File: config.mk
export PLATFORM = sky130hd
export DESIGN_NAME = multi_chan_gnt_arb_flat
export DESIGN_NICKNAME = d
export VERILOG_FILES = /design/src/rtl/multi_chan_gnt_arb_if.sv /design/src/rtl/multi_chan_gnt_arb.sv /design/src/flat_wrapper.sv
export SDC_FILE = /design/constraint.sdc
export NUM_CORES = 1
export LEC_CHECK = 0
export ABC_AREA = 1
export BUFFER_PORTS_ARGS = -buffer_cell sky130_fd_sc_hd__buf_4
export CORE_ASPECT_RATIO = 0.75
export CORE_UTILIZATION = 55
export DETAILED_ROUTE_END_ITERATION = 8
export PLACE_DENSITY = 0.94
export REMOVE_ABC_BUFFERS = 1
export SYNTH_ARGS = -nofsm -noshare
export SYNTH_HDL_FRONTEND = slang
export SYNTH_SLANG_ARGS = --single-unit
File: constraint.sdc
create_clock -name clk -period 5.9 [get_ports clk]
set_clock_uncertainty 0.15 [all_clocks]
set_input_delay 0 -clock clk [delete_from_list [all_inputs] [get_ports clk]]
set_output_delay 0 -clock clk [all_outputs]
set_load 0.02 [all_outputs]
File: src/rtl/multi_chan_gnt_arb_if.sv
// multi_chan_gnt_arb_if
// Bundle between NCH requesting agents and the grant arbiter.
//   ack       : per-channel request, bit i = channel i wants the resource
//   irq       : flattened irq vectors, channel i at [i*IRQ_W +: IRQ_W]
//   gnt       : one-hot grant
//   gnt_valid : OR of gnt
//   gnt_id    : index of the granted channel
//   irq_out   : irq vector of the winner, captured at grant
//   timeout   : one-cycle pulse when a grant is revoked for exceeding its hold limit
// master = agent side (drives ack/irq), slave = arbiter side.
interface multi_chan_gnt_arb_if #(
  parameter int NCH   = 4,
  parameter int IRQ_W = 8
);
  localparam int IDW = $clog2(NCH);

  logic [NCH-1:0]       ack;
  logic [NCH*IRQ_W-1:0] irq;
  logic [NCH-1:0]       gnt;
  logic                 gnt_valid;
  logic [IDW-1:0]       gnt_id;
  logic [IRQ_W-1:0]     irq_out;
  logic                 timeout;

  modport master (
    output ack, irq,
    input  gnt, gnt_valid, gnt_id, irq_out, timeout
  );

  modport slave (
    input  ack, irq,
    output gnt, gnt_valid, gnt_id, irq_out, timeout
  );
endinterface

File: src/rtl/multi_chan_gnt_arb.sv
// multi_chan_gnt_arb
// Round-robin grant arbiter for NCH channels sharing one resource. A single
// one-hot grant is issued at a time; the winner's irq vector is captured when
// the grant is issued. A grant held for MAX_HOLD cycles is revoked and a
// one-cycle timeout pulse is raised.
// Ports:
//   clk   : clock, all logic on posedge
//   rst_n : synchronous active-low reset
//   bus   : multi_chan_gnt_arb_if slave modport (ack/irq in, gnt/gnt_valid/
//           gnt_id/irq_out/timeout out, all outputs registered)
module multi_chan_gnt_arb #(
  parameter int NCH      = 4,
  parameter int IRQ_W    = 8,
  parameter int MAX_HOLD = 16
) (
  input  logic                   clk,
  input  logic                   rst_n,
  multi_chan_gnt_arb_if.slave    bus
);
  localparam int IDW = $clog2(NCH);
  localparam int HW  = $clog2(MAX_HOLD);
  localparam logic [HW-1:0]  HOLD_LAST = HW'(MAX_HOLD - 1);
  localparam logic [IDW-1:0] LAST_CH   = IDW'(NCH - 1);

  typedef enum logic [1:0] {
    IDLE    = 2'd0,
    GRANT   = 2'd1,
    RELEASE = 2'd2
  } state_t;

  state_t           state_r, state_n;
  logic [IDW-1:0]   ptr_r, ptr_n;
  logic [HW-1:0]    hold_cnt_r, hold_n;
  logic [NCH-1:0]   gnt_r, gnt_n;
  logic             gnt_valid_r;
  logic [IDW-1:0]   gnt_id_r, gnt_id_n;
  logic [IRQ_W-1:0] irq_out_r, irq_out_n;
  logic             timeout_r, timeout_n;
  logic [IDW-1:0]   winner_s;
  logic [IRQ_W-1:0] irq_a_s [NCH];

  // First requesting channel found when scanning start, start+1, ... mod NCH.
  function automatic logic [IDW-1:0] rr_pick(input logic [NCH-1:0] req,
                                             input logic [IDW-1:0] start);
    logic [IDW-1:0] win;
    logic [IDW-1:0] idx;
    logic           found;
    win   = '0;
    found = 1'b0;
    for (int i = 0; i < NCH; i++) begin
      idx = IDW'((int'(start) + i) % NCH);
      if (!found && req[idx]) begin
        win   = idx;
        found = 1'b1;
      end else begin
        found = found;
      end
    end
    return win;
  endfunction

  // Unflatten the irq bus so the winner's slice can be picked by index.
  for (genvar g = 0; g < NCH; g++) begin : g_irq
    assign irq_a_s[g] = bus.irq[g*IRQ_W +: IRQ_W];
  end

  assign winner_s = rr_pick(bus.ack, ptr_r);

  // Next-state and next-output logic of the arbitration FSM.
  always_comb begin
    state_n   = state_r;
    ptr_n     = ptr_r;
    hold_n    = hold_cnt_r;
    gnt_n     = gnt_r;
    gnt_id_n  = gnt_id_r;
    irq_out_n = irq_out_r;
    timeout_n = 1'b0;
    case (state_r)
      IDLE: begin
        if (|bus.ack) begin
          state_n   = GRANT;
          gnt_n     = {{(NCH-1){1'b0}}, 1'b1} << winner_s;
          gnt_id_n  = winner_s;
          irq_out_n = irq_a_s[winner_s];
          hold_n    = '0;
        end else begin
          state_n = IDLE;
        end
      end
      GRANT: begin
        // A voluntary release wins over the hold limit when both coincide.
        if (!bus.ack[gnt_id_r]) begin
          state_n = RELEASE;
          gnt_n   = '0;
        end else if (hold_cnt_r == HOLD_LAST) begin
          state_n   = RELEASE;
          gnt_n     = '0;
          timeout_n = 1'b1;
        end else begin
          hold_n = hold_cnt_r + HW'(1);
        end
      end
      RELEASE: begin
        // Channel just served gets lowest priority next round.
        state_n = IDLE;
        ptr_n   = (gnt_id_r == LAST_CH) ? '0 : gnt_id_r + IDW'(1);
      end
      default: begin
        state_n = IDLE;
        gnt_n   = '0;
      end
    endcase
  end

  // State and registered outputs, synchronous active-low reset.
  always_ff @(posedge clk) begin
    if (!rst_n) begin
      state_r     <= IDLE;
      ptr_r       <= '0;
      hold_cnt_r  <= '0;
      gnt_r       <= '0;
      gnt_valid_r <= 1'b0;
      gnt_id_r    <= '0;
      irq_out_r   <= '0;
      timeout_r   <= 1'b0;
    end else begin
      state_r     <= state_n;
      ptr_r       <= ptr_n;
      hold_cnt_r  <= hold_n;
      gnt_r       <= gnt_n;
      gnt_valid_r <= |gnt_n;
      gnt_id_r    <= gnt_id_n;
      irq_out_r   <= irq_out_n;
      timeout_r   <= timeout_n;
    end
  end

  assign bus.gnt       = gnt_r;
  assign bus.gnt_valid = gnt_valid_r;
  assign bus.gnt_id    = gnt_id_r;
  assign bus.irq_out   = irq_out_r;
  assign bus.timeout   = timeout_r;
endmodule

File: src/flat_wrapper.sv
// flat-port wrapper written by rule: the top's interface ports become plain ports
module multi_chan_gnt_arb_flat 
#(
  parameter int NCH      = 4,
  parameter int IRQ_W    = 8,
  parameter int MAX_HOLD = 16
)
  (clk, rst_n, bus_ack, bus_irq, bus_gnt, bus_gnt_valid, bus_gnt_id, bus_irq_out, bus_timeout);
  multi_chan_gnt_arb_if #(.NCH(NCH), .IRQ_W(IRQ_W)) bus_i ();
  input  logic clk;
  input  logic rst_n;
  input wire logic [$bits(bus_i.ack)-1:0] bus_ack;
  input wire logic [$bits(bus_i.irq)-1:0] bus_irq;
  output wire logic [$bits(bus_i.gnt)-1:0] bus_gnt;
  output wire logic [$bits(bus_i.gnt_valid)-1:0] bus_gnt_valid;
  output wire logic [$bits(bus_i.gnt_id)-1:0] bus_gnt_id;
  output wire logic [$bits(bus_i.irq_out)-1:0] bus_irq_out;
  output wire logic [$bits(bus_i.timeout)-1:0] bus_timeout;
  assign bus_i.ack = bus_ack;
  assign bus_i.irq = bus_irq;
  assign bus_gnt = bus_i.gnt;
  assign bus_gnt_valid = bus_i.gnt_valid;
  assign bus_gnt_id = bus_i.gnt_id;
  assign bus_irq_out = bus_i.irq_out;
  assign bus_timeout = bus_i.timeout;
  multi_chan_gnt_arb #(.NCH(NCH), .IRQ_W(IRQ_W), .MAX_HOLD(MAX_HOLD)) u_core (.clk(clk), .rst_n(rst_n), .bus(bus_i));
endmodule
==> summary.txt, run 1 <==
Run
  – Max Cap Violations: 0

Outcome
  – Status: finished clean

Routing
  – DR vias/cell: 6.13
  – DRT antenna net count: 0
  – Post-route DRC: 0
  – Drt first-iter violations: 363
  – Total vias in the final route: 2,243
  – Avg WL per Cell: 18.3 µm
  – First-pass detailed-route iteration total: 5
  – Routed WL: 6.69 mm

Clocking
  – CTS tree: yes
  – Clock sink total: 24
  – H-tree depth: 1
  – Clock Path Buffers: 2
  – Clock latency on the worst-skew pair: 0.26 ns
  – CTS buffer count: 3
  – Root buffer cell: clkbuf_8
  – CTS clk-pin slew, worst paths: 0.09 ns
  – Post-CTS Setup Inserts: 0

Pwr
  – Cell area power density: 321 mW/mm²
  – Clock network fraction of total power: 14.1%
  – Sw Pwr: 0.357 mW
  – Sequential power share: 27.5%
  – Combinational share of power: 58.4%
  – Worst vdd ir: 0.210 mV
  – Leak: 1.23 nW
  – Final Power: 0.795 mW
  – Net Sw Frac: 44.9%
  – Pint: 0.438 mW

STA
  – RSZ-0062 raised after global routing: no
  – Worst slew margin: 56.8%
  – Max Fclk: 227 MHz
  – Final period util: 74.5%
  – Fin. Hold Viols: 0
  – Setup violators final: 0
  – Crit path time final: 4.40 ns
  – Pins Over Slew Limit: 0
  – Fin Setup TNS: 0 ns
  – Worst-Margin Slew: 0.647 ns

Synth
  – Sequential-to-total area share from yosys stat: 27.1%
  – Synth Area per Inst: 7.05 µm²
  – Post-synth top area share: 27.1%
  – Synth Cell Area: 0.00177 mm²
  – Yosys warns: 0
  – Distinct cells, synth: 28
  – Synthesized instance count: 251
  – Synth area leader: dfxtp_1
  – Synthesized flop and latch total: 24
  – Synth area leaders: dfxtp_1, nand2_1, nand3_2

Worst setup path
  – Critical Path AT: 4.46 ns
  – WP data required: 5.96 ns
  – Element type at the critical path end: register
  – Kind of critical path: reg2reg
  – Startpoint type of the worst setup path: register
  – Crit path max fanout: 14

Layout
  – Area Growth Syn to Fin: 39.9%
  – Fraction of layout cells with a size suffix above 1: 35.1%
  – N_diodes: 0
  – Area of the multi-input gates: 0.00113 mm²
  – Register area: 480 µm²
  – Fill count: 164
  – Post-layout nets: 369

GRT
  – Vias in the first global route: 2,197
  – Initial antenna violation count: 0
  – Largest net degree at the start of global routing: 24
  – Global-route wire length before repair: 10.5 mm
  – Grt total ovfl: 0
  – Total track usage: 41.7%

Die
  – # rows: 17
  – Die Ht: 51.1 µm
  – Chip width: 67.5 µm
  – Total die area: 0.00345 mm²
  – Initial core utilization: 59.0%
  – IO Count: 54
  – Area of the core: 0.00300 mm²

Placed design
  – Final RePlAce weighted congestion: 0.843
  – Post-DP HPWL: 3.14 mm
  – PortBufs: 53

Min path
  – Worst Hold Class: in2reg
layer usage:
metal | part of all wire, % | track usage, % | up-vias
met3 | 12 | 11.4 | 65
met4 | 7.6 | 27.3 | 0
li1 | - | - | 972
met1 | 35 | 47.3 | 1003
met5 | 0 | 0 | -
met2 | 45 | 68.0 | 203
final timing paths:
path	from	endpoint	slack (ns)	depth (start not counted)
worst max-delay path	u_core.ptr_r[0]	u_core.bus.irq_out[3]	1.50	17
worst min register to register	u_core.hold_cnt_r[3]	u_core.bus.timeout	0.36	2
worst max register to register	u_core.ptr_r[0]	u_core.bus.irq_out[3]	1.50	17
worst min-delay path	bus_ack[3]	u_core.bus.timeout	0.01	5
cell type report:
cell class	count	area share [%]
Inverter	19	2.88
Sequential cell	24	19.4
Multi-Input combinational cell	199	45.8
Clock buffer	4	2.22
Timing Repair Buffer	82	27.8
Tap cell	38	1.92
cell families (layout without fill, tap and decap cells):
family / Yosys count / after routing / synth area share, %
AND/OR/NAND/NOR: 167 / 167 / 53.7
AO/OA/AOI/OAI: 29 / 29 / 8.48
adder cells (fa/ha/maj): 2 / 2 / 1.41
XOR/XNOR: 1 / 1 / 0.495
flip-flops: 24 / 24 / 27.1
buffers and inverters: 28 / 105 / 8.76
power groups by stage:
stage	combinational (mW)	sequential, mW	clock, mW
after floorplan	0.222	0.240	0
after global placement	0.341	0.214	0
after detailed placement	0.350	0.214	0
after CTS	0.420	0.211	0.114
after global routing	0.490	0.220	0.122
final	0.464	0.219	0.112
cell usage after synthesis:
| master | count |
|---|---|
| nand4_1 | 2 |
| nand3_2 | 20 |
| nor2_2 | 16 |
| buf_6 | 2 |
| nand2_1 | 73 |
| nor2_8 | 1 |
| nand2_4 | 5 |
| nand3_1 | 23 |
| o21ai_1 | 1 |
| xor2_1 | 1 |
| a21oi_1 | 11 |
| buf_12 | 1 |
| nor2_1 | 11 |
| nor3b_1 | 1 |
| ha_1 | 2 |
| nor2_4 | 2 |
| nand3_4 | 2 |
| dfxtp_1 | 24 |
| inv_1 | 15 |
| buf_4 | 2 |
| inv_2 | 4 |
| and2_0 | 1 |
| buf_8 | 1 |
| clkbuf_1 | 3 |
| o21ai_0 | 15 |
| o211ai_1 | 2 |
| nand2_2 | 8 |
| nor3_1 | 2 |
sequential cells by signal (all words and copies together), names as in the netlist:
name	cells
u_core.hold_cnt_r	4
u_core.state_r	2
u_core.ptr_r	2
u_core.bus.gnt_valid	1
u_core.bus.gnt	4
u_core.bus.timeout	1
u_core.bus.irq_out	8
u_core.bus.gnt_id	2
critical path, stage by stage, from the launching register on:
cell and delay [ns]:
dfxtp_1 0.67, inv_2 0.25, nand2_1 0.14, nand2_2 0.11, nand2_2 0.10, nand2_4 0.08, nand2_1 0.09, nand2_1 0.06
nand2_1 0.07, nand3_2 0.30, nor2_4 0.32, nand2_1 0.10, nand3_2 0.06, dlygate4sd3_1 0.58, nor2_2 0.04, dlygate4sd3_1 0.57
nor2_2 0.09, dlygate4sd3_1 0.55
per-stage QoR:
step           worst slack, ns  instances  cell area [µm²]  hold slack [ns]  utilization [%]
6_report                  1.50        366             2480           0.0138             82.6
5_1_grt                   1.33        366             2480           0.0431             82.6
4_1_cts                   1.75        366             2480          0.00598             82.6
3_5_place_dp              3.42        333             2130            0.167             71.1
3_3_place_gp              3.48        333             2130            0.156             71.1
2_1_floorplan             3.74        242             1690          -0.0242                -
layout by cell type (no fill, tap or decap):
cell type / instances
o21ai_1: 1
o211ai_1: 2
nand3_4: 2
inv_2: 4
nor2_8: 1
nand2_2: 8
nand2_1: 73
nand4_1: 2
nand3_2: 20
buf_4: 53
dfxtp_1: 24
dlygate4sd3_1: 29
nor2_2: 16
nor2_4: 2
and2_0: 1
nand2_4: 5
o21ai_0: 15
clkbuf_8: 4
nor3_1: 2
nor2_1: 11
xor2_1: 1
nand3_1: 23
nor3b_1: 1
a21oi_1: 11
ha_1: 2
inv_1: 15
repair_timing:
item | CTS | global route
endpoints found under the hold margin | 17 | 0
hold buffers | 29 | 0
gates resized for setup | 0 | 0
Power figures use the tool's default switching activity.
==> inputs of run 2 (changes only) <==
--- a/config.mk
+++ b/config.mk
@@ -8,9 +8,9 @@
 export ABC_AREA = 1
 export BUFFER_PORTS_ARGS = -buffer_cell sky130_fd_sc_hd__buf_4
 export CORE_ASPECT_RATIO = 0.75
-export CORE_UTILIZATION = 55
+export CORE_UTILIZATION = 46
 export DETAILED_ROUTE_END_ITERATION = 8
-export PLACE_DENSITY = 0.94
+export PLACE_DENSITY = 0.85
 export REMOVE_ABC_BUFFERS = 1
 export SYNTH_ARGS = -nofsm -noshare
 export SYNTH_HDL_FRONTEND = slang
==> constraint.sdc (replaced) <==
create_clock -name clk -period 3.7 [get_ports clk]
set_clock_uncertainty 0.15 [all_clocks]
set_input_delay 0 -clock clk [delete_from_list [all_inputs] [get_ports clk]]
set_output_delay 0 -clock clk [all_outputs]
set_load 0.02 [all_outputs]
==> run 2 against run 1 <==
  * Wire length shrank 26%
  * Die area grew 19%
  * Flip-flop and latch count is the same
  * Critical path depth shrank 1
  * Worst setup slack lost 1.2 ns
  * First-iteration DRC count shrank 63%
  * Final cell count grew 2.7%
  * Critical endpoint is now u_core.bus.irq_out[1]
  * Largest cell class unchanged
  * Highest routed layer unchanged
==> summary.txt, run 2 (synthesis gave the netlist of run 1 again) <==
Worst setup path
  – Crit-path cells: inv_2 > nand2_1 > nand2_2 > nand2_2 > nand2_4 > nand2_1 > nand2_1 > nand2_1 > nand3_4 > nor2_4 > nand2_1 > nand3_2 > dlygate4sd3_1 > nor2_2 > dlygate4sd3_1 > nor2_2
  – Element type at the critical path end: register
  – WP data required: 3.76 ns (-2.20 ns)
  – Kind of critical path: reg2reg
  – Critical Path AT: 3.51 ns (-0.95 ns)
  – R2R setup slack: 0.26 ns (-1.25 ns)
  – FF-to-FF End: u_core.bus.irq_out[1]
  – Startpoint type of the worst setup path: register
  – Cell count of the worst reg-to-reg path: 16 (-1)
  – Crit path max fanout: 14 (unchanged)
  – Cell mode on critical path: nand2_1
  – Crit-path slowest cell: dlygate4sd3_1
  – R2r startpoint: u_core.ptr_r[0]
  – CP peak stage delay: 0.58 ns (-0.09 ns)

STA
  – Worst-Margin Slew: 0.647 ns (-0.000364 ns)
  – Fin. Hold Viols: 0 (unchanged)
  – Crit path time final: 3.44 ns (-0.951 ns)
  – Worst slew margin: 56.8% (about the same)
  – Pins Over Slew Limit: 0 (unchanged)
  – Max Fclk: 290 MHz (+28%)
  – RSZ-0062 raised after global routing: no
  – Final period util: 93.1% (+19 points)
  – Min Hold Slack: 0.0184 ns (+0.00462 ns)
  – Fin Setup TNS: 0 ns (unchanged)
  – Setup violators final: 0 (unchanged)

Clocking
  – CTS clk-pin slew, worst paths: 0.10 ns (about the same)
  – CTS buffer count: 3 (unchanged)
  – Clock Path Buffers: 2 (unchanged)
  – Post-CTS Setup Inserts: 0 (unchanged)
  – Root buffer cell: clkbuf_8
  – Clock sink total: 24 (unchanged)
  – H-tree depth: 1 (unchanged)
  – Clock latency on the worst-skew pair: 0.28 ns (+0.02 ns)
  – CTS tree: yes

Die
  – IO Count: 54 (unchanged)
  – Chip width: 73.6 µm (+9.1%)
  – Die Ht: 55.7 µm (+9.0%)
  – Area of the core: 0.00366 mm² (+22%)
  – Total die area: 0.00410 mm² (+19%)
  – # rows: 19 (+2)
  – Initial core utilization: 48.4% (-11 points)

Run
  – Max Cap Violations: 0 (unchanged)

Pwr
  – Cell area power density: 508 mW/mm² (+58%)
  – Clock network fraction of total power: 18.9% (+4.8 points)
  – Worst vdd ir: 0.350 mV (+67%)
  – Sequential power share: 26.9% (-0.6 points)
  – Pint: 0.735 mW (+68%)
  – Sw Pwr: 0.524 mW (+47%)
  – Leak: 1.21 nW (-1.2%)
  – Net Sw Frac: 41.6% (-3.3 points)
  – Combinational share of power: 54.2% (-4.2 points)

GRT
  – Vias in the first global route: 1,820 (-17%)
  – Total track usage: 25.2% (-17 points)
  – Largest net degree at the start of global routing: 24 (unchanged)
  – Global-route wire length before repair: 8.06 mm (-24%)
  – Grt total ovfl: 0 (unchanged)
  – Initial antenna violation count: 0 (unchanged)

Layout
  – Most common cell after layout, fill and taps aside: nand2_1
  – Post-layout nets: 365 (-1.1%)
  – Area Growth Syn to Fin: 40.1%
  – Register area: 482 µm² (+0.26%)
  – Max reg flops: 8 (unchanged)
  – N_diodes: 0 (unchanged)
  – Fill count: 293 (+79%)
  – Fraction of layout cells with a size suffix above 1: 35.8% (+0.74 points)
  – Area of the multi-input gates: 0.00114 mm² (+0.66%)
  – Commonest non-fill, non-tap cells in the layout: nand2_1, buf_4, dlygate4sd3_1, nand3_1, dfxtp_1

Outcome
  – Status: finished clean

Routing
  – DRT antenna net count: 0 (unchanged)
  – Routed WL: 4.98 mm (-26%)
  – Drt first-iter violations: 136 (-63%)
  – DR vias/cell: 5.06 (-17%)
  – First-pass detailed-route iteration total: 4 (-1)
  – Avg WL per Cell: 13.2 µm (-28%)
  – Post-route DRC: 0 (unchanged)
  – Total vias in the final route: 1,904 (-15%)

Placed design
  – PortBufs: 53 (unchanged)
  – Final RePlAce weighted congestion: 0.808 (-4.2%)
  – Post-DP HPWL: 3.23 mm (+2.8%)

Min path
  – Worst Hold Class: in2reg
  – Hold Crit Endpoint: u_core.bus.timeout
  – Hold Crit Start: bus_ack[1]
  – Hold Crit Depth: 5 (unchanged)
==> run 2: changes by cell type in the layout (fill, tap and decap cells not counted) <==
cell,change
bufinv_16,+1
clkbuf_8,-1
nand3_2,-1
dlygate4sd3_1,-4
dfxtp_2,+1
dfxtp_1,-1
nand3_4,+1
==> run 2: layout make-up <==
type                       instances  share of cell area [%]
clock buffer                       3                    1.66
timing repair buffer              78                    26.1
sequential                        24                    19.4
multi-input combinational        199                    46.1
tap                               52                    2.62
inverter                          19                    2.88
clock inverter                     1                    1.21
==> run 2: worst max-delay path: cells and delay by family, from the launching register on <==
family / cells / cell delay (ns)
simple gates: 13 / 1.43
buf+inv: 3 / 1.31
flops: 1 / 0.49
==> run 2: how the worst max path moves through the flow <==
stage / startpoint / end / slack [ns] / depth (start not counted)
2_1_floorplan: u_core.ptr_r[0] / u_core.bus.irq_out[7] / 1.54 / 14
3_3_place_gp: u_core.ptr_r[0] / u_core.bus.irq_out[2] / 1.31 / 14
5_1_grt: u_core.ptr_r[0] / u_core.bus.irq_out[1] / 0.06 / 16
3_5_place_dp: u_core.ptr_r[0] / u_core.bus.irq_out[7] / 1.21 / 14
4_1_cts: u_core.ptr_r[0] / u_core.bus.irq_out[7] / 0.09 / 16
6_report: u_core.ptr_r[0] / u_core.bus.irq_out[1] / 0.26 / 16
==> run 2: repair_timing <==
item	CTS	global route
endpoints found under the hold margin	17	0
endpoints found under the setup margin	0	8
resized for setup	0	2
hold buffers	25	0
==> run 2: through the flow <==
stage	util, %	instances	power, mW	setup slack [ns]	instance area, µm²
floorplan	-	242	0.736	1.54	1690
global placement	58.7	347	0.889	1.31	2150
detailed placement	58.7	347	0.903	1.21	2150
CTS	67.5	376	1.23	0.0852	2470
global route	67.7	376	1.33	0.0578	2480
finish	67.7	376	1.26	0.256	2480
==> run 2: per-layer routing <==
layer | part of all wire (%) | track usage (%)
met5 | 0 | 0
met4 | 2.2 | 7.69
met3 | 7.7 | 7.43
met2 | 47 | 40.6
met1 | 43 | 32.2
==> run 2: power by group through the flow <==
stage / combinational [mW] / clock (mW) / sequential [mW]
floorplan: 0.354 / 0 / 0.382
global placement: 0.546 / 0 / 0.343
detailed placement: 0.561 / 0 / 0.342
CTS: 0.656 / 0.236 / 0.338
global route: 0.741 / 0.249 / 0.344
finish: 0.682 / 0.238 / 0.339
==> inputs of run 3 (changes only) <==
--- a/config.mk
+++ b/config.mk
@@ -5,10 +5,9 @@
 export SDC_FILE = /design/constraint.sdc
 export NUM_CORES = 1
 export LEC_CHECK = 0
-export ABC_AREA = 1
 export BUFFER_PORTS_ARGS = -buffer_cell sky130_fd_sc_hd__buf_4
 export CORE_ASPECT_RATIO = 0.75
-export CORE_UTILIZATION = 46
+export CORE_UTILIZATION = 45
 export DETAILED_ROUTE_END_ITERATION = 8
 export PLACE_DENSITY = 0.85
 export REMOVE_ABC_BUFFERS = 1
==> run 3 against run 2 <==
  * Wire length fell by 12%
  * Count of clock-buffer cells in the layout did not move
  * Worst setup slack improved by 0.22 ns
  * First-iteration DRC count is 26% lower
  * Synthesized area fell by 13%
  * Non-clock buffer count grew 2
  * Total power decreased by 26%
  * Die area decreased by 11%
  * Worst hold slack improved by 0.090 ns
  * Synthesized cell count decreased by 29%
  * Flip-flop and latch count is the same
  * Critical path type unchanged
  * Via count down 13%
==> summary.txt, run 3 <==
STA
  – Fin. Hold Viols: 0 (unchanged)
  – Setup violators final: 0 (unchanged)
  – RSZ-0062 raised after global routing: no
  – Worst slew margin: 38.0% (-19 points)
  – Crit path time final: 3.22 ns (-0.221 ns)
  – Pins Over Slew Limit: 0 (unchanged)
  – Fin Setup TNS: 0 ns (unchanged)
  – Final period util: 87.1% (-6.0 points)
  – Max Fclk: 310 MHz (+6.9%)
  – Worst-Margin Slew: 0.929 ns (+0.283 ns)

Clocking
  – Post-CTS Setup Inserts: 0 (unchanged)
  – Clock Path Buffers: 2 (unchanged)
  – CTS tree: yes
  – CTS buffer count: 3 (unchanged)
  – H-tree depth: 1 (unchanged)
  – Clock latency on the worst-skew pair: 0.27 ns (about the same)
  – Root buffer cell: clkbuf_8
  – CTS clk-pin slew, worst paths: 0.09 ns (about the same)
  – Clock sink total: 24 (unchanged)

Min path
  – Worst Hold Class: in2reg

Placed design
  – PortBufs: 53 (unchanged)
  – Final RePlAce weighted congestion: 0.875 (+8.3%)
  – Dpl cell area: 0.00187 mm² (-13%)
  – Post-DP HPWL: 2.72 mm (-16%)

GRT
  – Largest net degree at the start of global routing: 24 (unchanged)
  – Total track usage: 25.6% (+0.40 points)
  – Initial antenna violation count: 0 (unchanged)
  – Vias in the first global route: 1,566 (-14%)
  – Global-route wire length before repair: 7.17 mm (-11%)
  – Grt total ovfl: 0 (unchanged)

Worst setup path
  – Startpoint type of the worst setup path: register
  – Worst path bufs/invs: 3 (unchanged)
  – Crit path max fanout: 11 (-3)
  – Cell family with most CP delay: buffers and inverters
  – Critical Path AT: 3.23 ns (-0.28 ns)
  – WP data required: 3.71 ns (-0.05 ns)
  – Kind of critical path: reg2reg
  – Element type at the critical path end: register
  – CP peak stage delay: 0.61 ns (+0.03 ns)
  – Crit-path slowest cell: o31a_1
  – Cell mode on critical path: dlygate4sd3_1
  – Crit-path cells: inv_1 > o21ai_0 > o31a_1 > mux2i_1 > dlygate4sd3_1 > o22ai_1 > dlygate4sd3_1

Layout
  – Final Util: 71.8% (+4.1 points)
  – N_diodes: 0 (unchanged)
  – Commonest non-fill, non-tap cells in the layout: buf_4, dlygate4sd3_1, dfxtp_1, nor2_1, nand2_1
  – Most common cell after layout, fill and taps aside: buf_4
  – Area Growth Syn to Fin: 44.5%
  – Final instance area: 0.00221 mm² (-11%)
  – Max reg flops: 8 (unchanged)
  – Post-layout nets: 289 (-21%)
  – Fraction of layout cells with a size suffix above 1: 28.2% (-7.6 points)

Die
  – # rows: 17 (-2)
  – Initial core utilization: 49.7% (+1.3 points)
  – Total die area: 0.00365 mm² (-11%)
  – IO Count: 54 (unchanged)
  – Chip width: 69.4 µm (-5.8%)
  – Die Ht: 52.5 µm (-5.7%)
  – Area of the core: 0.00308 mm² (-16%)

Run
  – Max Cap Violations: 0 (unchanged)

Routing
  – Drt first-iter violations: 100 (-26%)
  – Post-route DRC: 0 (unchanged)
  – Avg WL per Cell: 15.3 µm (+16%)
  – Routed WL: 4.37 mm (-12%)
  – Total vias in the final route: 1,658 (-13%)
  – First-pass detailed-route iteration total: 4 (unchanged)
  – DR vias/cell: 5.80 (+14%)
  – DRT antenna net count: 0 (unchanged)

Synth
  – Commonest cells in the netlist: dfxtp_1, nor2_1, nand2_1
  – Post-synth top area share: 31.3% (+4.2 points)
  – Post-synth EDFFs: 0 (unchanged)
  – Synth area leaders: dfxtp_1, mux2i_1, o211ai_2
  – Async set-reset flop share out of synthesis: 0% (unchanged)
  – Synth area leader: dfxtp_1
  – Synth Area per Inst: 8.61 µm² (+22%)
  – Most common cell in the netlist: dfxtp_1
  – Main synth FF type: dfxtp_1
  – Yosys warns: 0 (unchanged)
  – Distinct cells, synth: 46 (+64%)
  – Synth Cell Area: 0.00153 mm² (-13%)
  – Synthesized flop and latch total: 24 (unchanged)
  – Synthesized instance count: 178 (-29%)
  – Sequential-to-total area share from yosys stat: 31.3% (+4.2 points)

Pwr
  – Worst vdd ir: 0.404 mV (+15%)
  – Leak: 0.950 nW (-22%)
  – Final Power: 0.926 mW (-26%)
  – Cell area power density: 418 mW/mm² (-18%)

Outcome
  – Status: finished clean
==> run 3: cell types whose count changed after synthesis, sizes merged, moves of 4 or more <==
cell    change
nand2      -73
nand3      -40
nor2       -14
nor2b       +4
mux2i       +9
a221oi      +6
o22ai       +9
buf         +5
nand2b      +5
o211ai      +4
inv        -12
==> run 3: what timing repair did <==
| action | in CTS | in global routing |
|---|---|---|
| hold buffers | 27 | 0 |
| endpoints found under the hold margin | 15 | 0 |
| resized for setup | 0 | 0 |
==> run 3: final cells by class <==
cell class | instances | area, µm²
Sequential cell | 24 | 480
Clock inverter | 1 | 30.0
Fill cell | 236 | 870
Multi-Input combinational cell | 133 | 921
Timing Repair Buffer | 80 | 668
Inverter | 7 | 26.3
Clock buffer | 3 | 41.3
Tap cell | 38 | 47.5
==> run 3: report_power, final <==
group | internal, mW | leakage, nW | switching, mW
combinational | 0.180 | 0.717 | 0.183
clock | 0.145 | 0.0357 | 0.0900
sequential | 0.294 | 0.197 | 0.0354
total | 0.618 | 0.950 | 0.308
==> run 3: logic make-up (layout without fill, tap and decap cells) <==
| logic type | Yosys count | after routing | synth area share (%) |
|---|---|---|---|
| muxes | 10 | 10 | 7.35 |
| AOI/OAI and AO/OA | 64 | 64 | 30.4 |
| adders and majority gates | 2 | 2 | 1.63 |
| and+or+nand+nor | 55 | 55 | 19.6 |
| DFF | 24 | 24 | 31.3 |
| buffers and inverters | 21 | 91 | 8.57 |
| xor gates and xnor gates | 2 | 2 | 1.14 |
==> run 3: final timing paths <==
check	end	start	slack [ns]	cells past startpoint
setup / recovery	u_core.bus.irq_out[2]	u_core.ptr_r[1]	0.48	7
hold / removal	u_core.state_r[1]	bus_ack[1]	0.11	3
setup reg to reg	u_core.bus.irq_out[2]	u_core.ptr_r[1]	0.48	7
hold reg to reg	u_core.hold_cnt_r[1]	u_core.hold_cnt_r[1]	0.32	2
==> run 3: per-layer routing <==
layer	global-route usage, %	wire length, µm
met5	0	0
met4	10.5	84
met3	6.54	408
met2	42.4	1950
met1	32.1	1930
==> run 3: worst reg2reg max path, cell delays in order, from the launching register on <==
cell	delay, ns
dfxtp_1	0.54
inv_1	0.17
o21ai_0	0.11
o31a_1	0.61
mux2i_1	0.27
dlygate4sd3_1	0.57
o22ai_1	0.10
dlygate4sd3_1	0.60
==> run 3: through the flow <==
stage	cells	setup slack (ns)	hold slack, ns
global placement	255	1.68	0.129
CTS	286	0.626	0.101
floorplan	164	1.82	-0.00961
global route	286	0.364	0.128
detailed placement	255	1.55	0.136
finish	286	0.477	0.108
